--- src/rtl/kf_pkg.sv ---
// kf_pkg: shared definitions for the Kalman-filter measurement source.
// Latency: n/a (declarations only).
// Backpressure: n/a.
//   Default widths, FSM state type, LFSR tap mask and fixed-point unity constants.
package kf_pkg;

  localparam int KF_WX_DEF = 16;  // Q1.15 state / measurement width
  localparam int KF_WP_DEF = 32;  // Q3.29 covariance width

  typedef enum logic [2:0] {
    ST_IDLE = 3'd0,
    ST_INIT = 3'd1,
    ST_SEND = 3'd2,
    ST_WAIT = 3'd3,
    ST_DONE = 3'd4,
    ST_ERR  = 3'd5
  } kf_state_e;

  // Fibonacci taps 16,14,13,11 as a mask over lfsr[15:0] (tap n -> bit n-1).
  localparam logic [15:0] KF_LFSR_TAPS = 16'hB400;

  // Largest representable value in Q1.15, exact 1.0 in Q3.29.
  localparam logic [15:0] KF_Q15_ONE = 16'h7FFF;
  localparam logic [31:0] KF_Q29_ONE = 32'h2000_0000;

endpackage

--- src/rtl/kf_lfsr16.sv ---
// kf_lfsr16: 16-bit Fibonacci LFSR (taps 16,14,13,11), shifts left on advance.
// Latency: new value visible the cycle after adv_i.
// Backpressure: none; holds its value whenever adv_i is low.
//   Ports: clk, rst_n (async, active-low), adv_i (step once), value_o (current state).
module kf_lfsr16
  import kf_pkg::*;
#(
  parameter logic [15:0] SEED = 16'hACE1
) (
  input  logic        clk,
  input  logic        rst_n,
  input  logic        adv_i,
  output logic [15:0] value_o
);

  logic [15:0] lfsr_q;
  logic [15:0] lfsr_d;
  logic        fb;

  assign fb = ^(lfsr_q & KF_LFSR_TAPS);

  always_comb begin
    lfsr_d = lfsr_q;
    if (adv_i) lfsr_d = {lfsr_q[14:0], fb};
  end

  always_ff @(posedge clk or negedge rst_n) begin
    if (!rst_n) lfsr_q <= SEED;
    else        lfsr_q <= lfsr_d;
  end

  assign value_o = lfsr_q;

endmodule

--- src/rtl/kf_meas_source.sv ---
// kf_meas_source: drives a Kalman filter with noisy measurements of a constant truth value.
// Latency: one INIT cycle after start, then one measurement per filter round trip.
// Backpressure: kf_z/kf_s_valid hold while kf_s_ready is low; one measurement outstanding.
//   Ports: start_i/n_samples_i/truth_i/noise_shift_i/cfg_*_i configure a run; kf_* talk to
//   the filter; busy/done/timeout_err/sample_cnt/last_x_hat/err_acc report status.
//   Define KF_SRC_ERR_ACC_EN to accumulate squared estimate error into err_acc_o.
module kf_meas_source
  import kf_pkg::*;
#(
  parameter int          WX        = KF_WX_DEF,
  parameter int          WP        = KF_WP_DEF,
  parameter int          TIMEOUT   = 64,
  parameter logic [15:0] LFSR_SEED = 16'hACE1
) (
  input  logic          clk,
  input  logic          rst_n,
  input  logic          start_i,
  input  logic [15:0]   n_samples_i,
  input  logic [WX-1:0] truth_i,
  input  logic [3:0]    noise_shift_i,
  input  logic [WX-1:0] cfg_x0_i,
  input  logic [WP-1:0] cfg_p0_i,
  input  logic [WP-1:0] cfg_q_i,
  input  logic [WP-1:0] cfg_r_i,
  output logic          kf_load_init_o,
  output logic [WX-1:0] kf_x0_o,
  output logic [WP-1:0] kf_p0_o,
  output logic [WP-1:0] kf_q_o,
  output logic [WP-1:0] kf_r_o,
  output logic          kf_s_valid_o,
  input  logic          kf_s_ready_i,
  output logic [WX-1:0] kf_z_o,
  input  logic          kf_m_valid_i,
  output logic          kf_m_ready_o,
  input  logic [WX-1:0] kf_x_hat_i,
  output logic          busy_o,
  output logic          done_o,
  output logic          timeout_err_o,
  output logic [15:0]   sample_cnt_o,
  output logic [WX-1:0] last_x_hat_o,
  output logic [47:0]   err_acc_o
);

  localparam int TW = $clog2(TIMEOUT + 1);

  kf_state_e     state_q, state_d;
  logic [15:0]   n_q, n_d, cnt_q, cnt_d;
  logic [WX-1:0] truth_q, truth_d, x0_q, x0_d, xhat_q, xhat_d;
  logic [3:0]    shift_q, shift_d;
  logic [WP-1:0] p0_q, p0_d, qn_q, qn_d, rn_q, rn_d;
  logic [TW-1:0] wait_q, wait_d;

  logic               start_ok, s_fire, m_fire, last_sample, wait_expired;
  logic [15:0]        lfsr_val;
  logic signed [15:0] noise;
  logic signed [WX:0] z_sum;
  logic [WX-1:0]      z_sat;

  assign start_ok     = start_i && (state_q == ST_IDLE || state_q == ST_ERR);
  assign s_fire       = (state_q == ST_SEND) && kf_s_ready_i;
  assign m_fire       = (state_q == ST_WAIT) && kf_m_valid_i;
  assign last_sample  = (cnt_q + 16'd1) == n_q;
  assign wait_expired = wait_q == TW'(TIMEOUT - 1);

  // LFSR only steps on an accepted measurement, so kf_z is frozen under backpressure.
  kf_lfsr16 #(.SEED(LFSR_SEED)) u_lfsr (
    .clk     (clk),
    .rst_n   (rst_n),
    .adv_i   (s_fire),
    .value_o (lfsr_val)
  );

  // Measurement = truth + attenuated noise, clamped to the signed WX-bit range.
  assign noise = $signed(lfsr_val) >>> shift_q;
  assign z_sum = $signed({truth_q[WX-1], truth_q}) + (WX+1)'(noise);

  always_comb begin
    z_sat = z_sum[WX-1:0];
    if (z_sum[WX] != z_sum[WX-1])
      z_sat = z_sum[WX] ? {1'b1, {(WX-1){1'b0}}} : {1'b0, {(WX-1){1'b1}}};
  end

  // FSM: state register
  always_ff @(posedge clk or negedge rst_n) begin
    if (!rst_n) state_q <= ST_IDLE;
    else        state_q <= state_d;
  end

  // FSM: next state
  always_comb begin
    state_d = state_q;
    case (state_q)
      ST_IDLE, ST_ERR: if (start_i) state_d = ST_INIT;
      ST_INIT: state_d = (n_q == 16'd0) ? ST_DONE : ST_SEND;
      ST_SEND: if (kf_s_ready_i) state_d = ST_WAIT;
      ST_WAIT: begin
        if (kf_m_valid_i)      state_d = last_sample ? ST_DONE : ST_SEND;
        else if (wait_expired) state_d = ST_ERR;
      end
      ST_DONE: state_d = ST_IDLE;
      default: state_d = ST_IDLE;
    endcase
  end

  // FSM: outputs (Moore)
  always_comb begin
    kf_load_init_o = 1'b0;
    kf_s_valid_o   = 1'b0;
    kf_m_ready_o   = 1'b0;
    busy_o         = 1'b0;
    done_o         = 1'b0;
    timeout_err_o  = 1'b0;
    case (state_q)
      ST_INIT: begin kf_load_init_o = 1'b1; busy_o = 1'b1; end
      ST_SEND: begin kf_s_valid_o   = 1'b1; busy_o = 1'b1; end
      ST_WAIT: begin kf_m_ready_o   = 1'b1; busy_o = 1'b1; end
      ST_DONE: done_o        = 1'b1;
      ST_ERR:  timeout_err_o = 1'b1;
      default: ;
    endcase
  end

  assign kf_z_o = kf_s_valid_o ? z_sat : '0;

  // Run configuration, sample counter, captured estimate, WAIT timer.
  always_comb begin
    n_d     = n_q;
    truth_d = truth_q;
    shift_d = shift_q;
    x0_d    = x0_q;
    p0_d    = p0_q;
    qn_d    = qn_q;
    rn_d    = rn_q;
    cnt_d   = cnt_q;
    xhat_d  = xhat_q;
    // Zero outside WAIT so every WAIT visit starts counting from 0.
    wait_d  = (state_q == ST_WAIT) ? wait_q + TW'(1) : '0;
    if (start_ok) begin
      n_d     = n_samples_i;
      truth_d = truth_i;
      shift_d = noise_shift_i;
      x0_d    = cfg_x0_i;
      p0_d    = cfg_p0_i;
      qn_d    = cfg_q_i;
      rn_d    = cfg_r_i;
      cnt_d   = '0;
    end
    if (m_fire) begin
      xhat_d = kf_x_hat_i;
      cnt_d  = cnt_q + 16'd1;
    end
  end

  always_ff @(posedge clk or negedge rst_n) begin
    if (!rst_n) begin
      n_q     <= '0;
      truth_q <= '0;
      shift_q <= '0;
      x0_q    <= '0;
      p0_q    <= '0;
      qn_q    <= '0;
      rn_q    <= '0;
      cnt_q   <= '0;
      xhat_q  <= '0;
      wait_q  <= '0;
    end else begin
      n_q     <= n_d;
      truth_q <= truth_d;
      shift_q <= shift_d;
      x0_q    <= x0_d;
      p0_q    <= p0_d;
      qn_q    <= qn_d;
      rn_q    <= rn_d;
      cnt_q   <= cnt_d;
      xhat_q  <= xhat_d;
      wait_q  <= wait_d;
    end
  end

  assign kf_x0_o      = x0_q;
  assign kf_p0_o      = p0_q;
  assign kf_q_o       = qn_q;
  assign kf_r_o       = rn_q;
  assign sample_cnt_o = cnt_q;
  assign last_x_hat_o = xhat_q;

`ifdef KF_SRC_ERR_ACC_EN
  logic [47:0]            acc_q, acc_d;
  logic signed [WX:0]     diff;
  logic signed [2*WX+1:0] diff_x, sq;
  logic [48:0]            acc_sum;

  assign diff    = $signed({kf_x_hat_i[WX-1], kf_x_hat_i}) - $signed({truth_q[WX-1], truth_q});
  assign diff_x  = (2*WX+2)'(diff);
  assign sq      = diff_x * diff_x;
  assign acc_sum = {1'b0, acc_q} + 49'($unsigned(sq));

  always_comb begin
    acc_d = acc_q;
    if (start_ok)    acc_d = '0;
    else if (m_fire) acc_d = acc_sum[48] ? '1 : acc_sum[47:0];
  end

  always_ff @(posedge clk or negedge rst_n) begin
    if (!rst_n) acc_q <= '0;
    else        acc_q <= acc_d;
  end

  assign err_acc_o = acc_q;
`else
  assign err_acc_o = '0;
`endif

endmodule

--- config.mk ---
export PLATFORM = sky130hd
export DESIGN_NAME = kf_meas_source
export DESIGN_NICKNAME = d
export VERILOG_FILES = /design/src/rtl/kf_pkg.sv /design/src/rtl/kf_lfsr16.sv /design/src/rtl/kf_meas_source.sv
export SDC_FILE = /design/constraint.sdc
export NUM_CORES = 1
export LEC_CHECK = 0
export BUFFER_PORTS_ARGS = -buffer_cell sky130_fd_sc_hd__buf_4
export CORE_MARGIN = 3
export CORE_UTILIZATION = 50
export DETAILED_ROUTE_END_ITERATION = 10
export GPL_TIMING_DRIVEN = 0
export PLACE_DENSITY = 0.86
export SYNTH_ARGS = -nofsm -noshare
export SYNTH_HDL_FRONTEND = slang
export SYNTH_SLANG_ARGS = --single-unit
--- constraint.sdc ---
create_clock -name clk -period 6.5 [get_ports clk]
set_input_delay 0.975 -clock clk [delete_from_list [all_inputs] [get_ports clk]]
set_output_delay 0.975 -clock clk [all_outputs]
set_load 0.01 [all_outputs]
==> results.txt <==
EDFF count, synth = 0
Hold slack final = 0.4142 ns
Setup violators final = 0
Synth Register Bits = 206
CP required = 5.52 ns
Largest area contributor in the netlist = dfrtp_1
Dpl hpwl = 23500 um
Final Core Density = 70.11%
Worst-path clk slew = 0.06 ns
Place WS = 0.6099 ns
Buffers on Ports = 334
Post-Synthesis Cells = 929
Final period utilization = 90.99%
Worst R2R Start = state_q[0]
Crit-path max FO = 10
Worst setup path class = register to primary output
Layout cells sized above 1 = 45.97%
Initial antenna violation count = 0
DRT Pass-1 Iters = 4
Slew of the pin with the lowest slew margin = 0.8316 ns
Starting Density = 51.39%
Crit end category = primary output
Layout overhead on the synthesized area = 36.43%
Sink Count = 206
Core box area = 0.02043 mm2
RSZ-0062 raised after global routing = no
Nets = 1523
Max_cap viols = 0
Die area = 0.02277 mm2
Htree depth = 1
Ranking of synthesized cells by area = dfrtp_1 47%, mux2_2 18%, buf_4 3.4%
Reg2Reg Depth = 6
Number of global-route vias before repair = 8639
Pins Over Slew Limit = 0
Site row count = 52
Die H = 150.9 um
Distinct cells, synth = 72
Io pins = 383
GR Util All Layers = 25.98%
Critical path launch point type = register
Via Count = 8702
HP Class = input pin to async pin
Avg Vias per Cell = 5.365
P per Cell Area = 563.9 mW/mm2
Crit path DAT = 4.94 ns
TritonCTS Buffers = 23
Max IR drop VDD = 0.3222 mV
Asr flop ratio synth = 100.0%
Clk_skew = 0.009019 ns
PnR worst setup slack = 0.5854 ns
Yosys warns = 0
DRC = 0
Die W = 150.9 um
Avg Cell Area, Syn = 11.30 um2
Iteration-0 DRC Markers = 387
Hold_buf cts = 0
CTS tree = done
First-pass GRT wire length = 46370 um
CTS Root Buffer Type = clkbuf_16
CP Launch Point = shift_q[0]
GR Overflow Total = 0
WL final = 30900 um
Main flop type after synthesis = dfrtp_1
Setup TNS = 0 ns
Pleak = 6.827 nW
Synthesized cell area = 0.01050 mm2
Post-route ant nets = 0
Fin crit period = 5.915 ns
Top-area cell type share of the netlist area = 47.19%
Drt wl/cell = 19.05 um
Maximum number of pins on one net before global-route repair = 123
Status = completed
Max-slew headroom = 44.56%
Gpl congestion = 0.9199
Largest buffer count on any clock path = 3
Peak Freq = 169.1 MHz
Sequential area share after synthesis = 49.20%
Hold Fails Final Rpt = 0
Worst skew pair latency = 0.53 ns
[per-stage QoR]
stage	instances	cell area, um2	total power [mW]
after floorplan	976	10680	5.021
after global routing	1621	14320	8.588
after global placement	1580	13520	6.593
after detailed placement	1581	13560	6.733
after CTS	1622	14320	8.090
final	1622	14320	8.077
[cell usage in the layout, fill, tap and decap left out, types with 6 or more instances in the layout]
master	Yosys	layout
clkbuf_8	1	8
nor2_1	46	46
and2_1	6	6
dfstp_2	8	8
and3_1	7	7
buf_4	48	381
nor3_1	7	7
clkbuf_1	37	42
o31ai_1	11	11
o21ai_0	58	58
a21oi_1	49	49
xnor2_1	20	20
nand2_1	86	86
mux2_2	168	168
dfrtp_1	198	198
nor4_1	7	7
inv_1	11	11
nand3_1	14	14
xor2_1	14	14
clkbuf_16	0	23
conb_1	1	48
mux2i_1	14	14
a21o_1	6	6
ha_1	18	18
[flip-flops by register name, summed over array words and instances (netlist names)]
signal and flops:
sample_cnt_o 16, truth_q 16, wait_q 7, u_lfsr.value_o 16, kf_x0_o 16, state_q 3
shift_q 4, kf_r_o 32, kf_p0_o 32, n_q 16, kf_q_o 32, last_x_hat_o 16
[timing repair]
item | 4_1_cts | 5_1_grt
gates resized for setup | 0 | 3
setup endpoints to repair | 0 | 16
setup buffers | 0 | 0
[metal layers]
| layer | global-route usage (%) | share of wire, % |
|---|---|---|
| met2 | 45.17 | 50 |
| met3 | 7.151 | 8.4 |
| met1 | 30.02 | 37 |
| met4 | 11.42 | 5.0 |
| met5 | 0 | 0 |
[synth_stat cells, types with 8 or more instances]
master	count
a21oi_1	49
buf_4	48
clkbuf_1	37
dfrtp_1	198
dfstp_2	8
ha_1	18
inv_1	11
mux2_2	168
mux2i_1	14
nand2_1	86
nand3_1	14
nor2_1	46
o21ai_0	58
o31ai_1	11
xnor2_1	20
xor2_1	14
[critical path: stages, from the launching register on]
cell and delay [ns]:
dfrtp_1 0.35, clkbuf_1 0.22, inv_1 0.16, clkbuf_1 0.31, a21oi_1 0.18, mux2_2 0.32
nand2_1 0.07, o21ai_0 0.09, ha_1 0.23, fa_1 0.43, a211oi_1 0.39, o21ai_0 0.19
a31oi_2 0.40, o22ai_1 0.38, buf_6 0.25, o21ai_0 0.18, a21oi_1 0.09, buf_4 0.16
[cell type report]
type                       count  area (um2)
inverter                      12       45.04
fill                        1504        6106
sequential                   206        5165
tap                          270       337.8
antenna                        1       2.502
clock inverter                 4       63.81
timing repair buffer         335        2542
clock buffer                  37       698.2
multi-input combinational    663        4888
buffer                        94       580.6
[kinds of logic after synthesis]
group	Yosys count	share of synthesized area, %
flops	206	49.20
other cells	1	0.03572
simple gates	205	9.296
mux	187	20.43
fa+ha+maj	19	2.336
xor+xnor	34	2.836
buf+inv	107	5.982
compound gates	170	9.892
[final timing paths]
check,to,slack [ns]
max,kf_z_o[8],0.59
min,truth_q[2],0.41
max reg2reg,n_q[2],3.40
min reg2reg,last_x_hat_o[10],0.48
max in group asynchronous,kf_q_o[3],5.07
min in group clk,last_x_hat_o[10],0.48
[power by group]
| part | switching [mW] | leakage (nW) | internal, mW | total [mW] |
|---|---|---|---|---|
| sequential | 0.415 | 2.49 | 1.89 | 2.30 |
| clock | 0.532 | 0.374 | 0.777 | 1.31 |
| combinational | 2.26 | 3.96 | 2.21 | 4.47 |
Power figures use the tool's default switching activity.
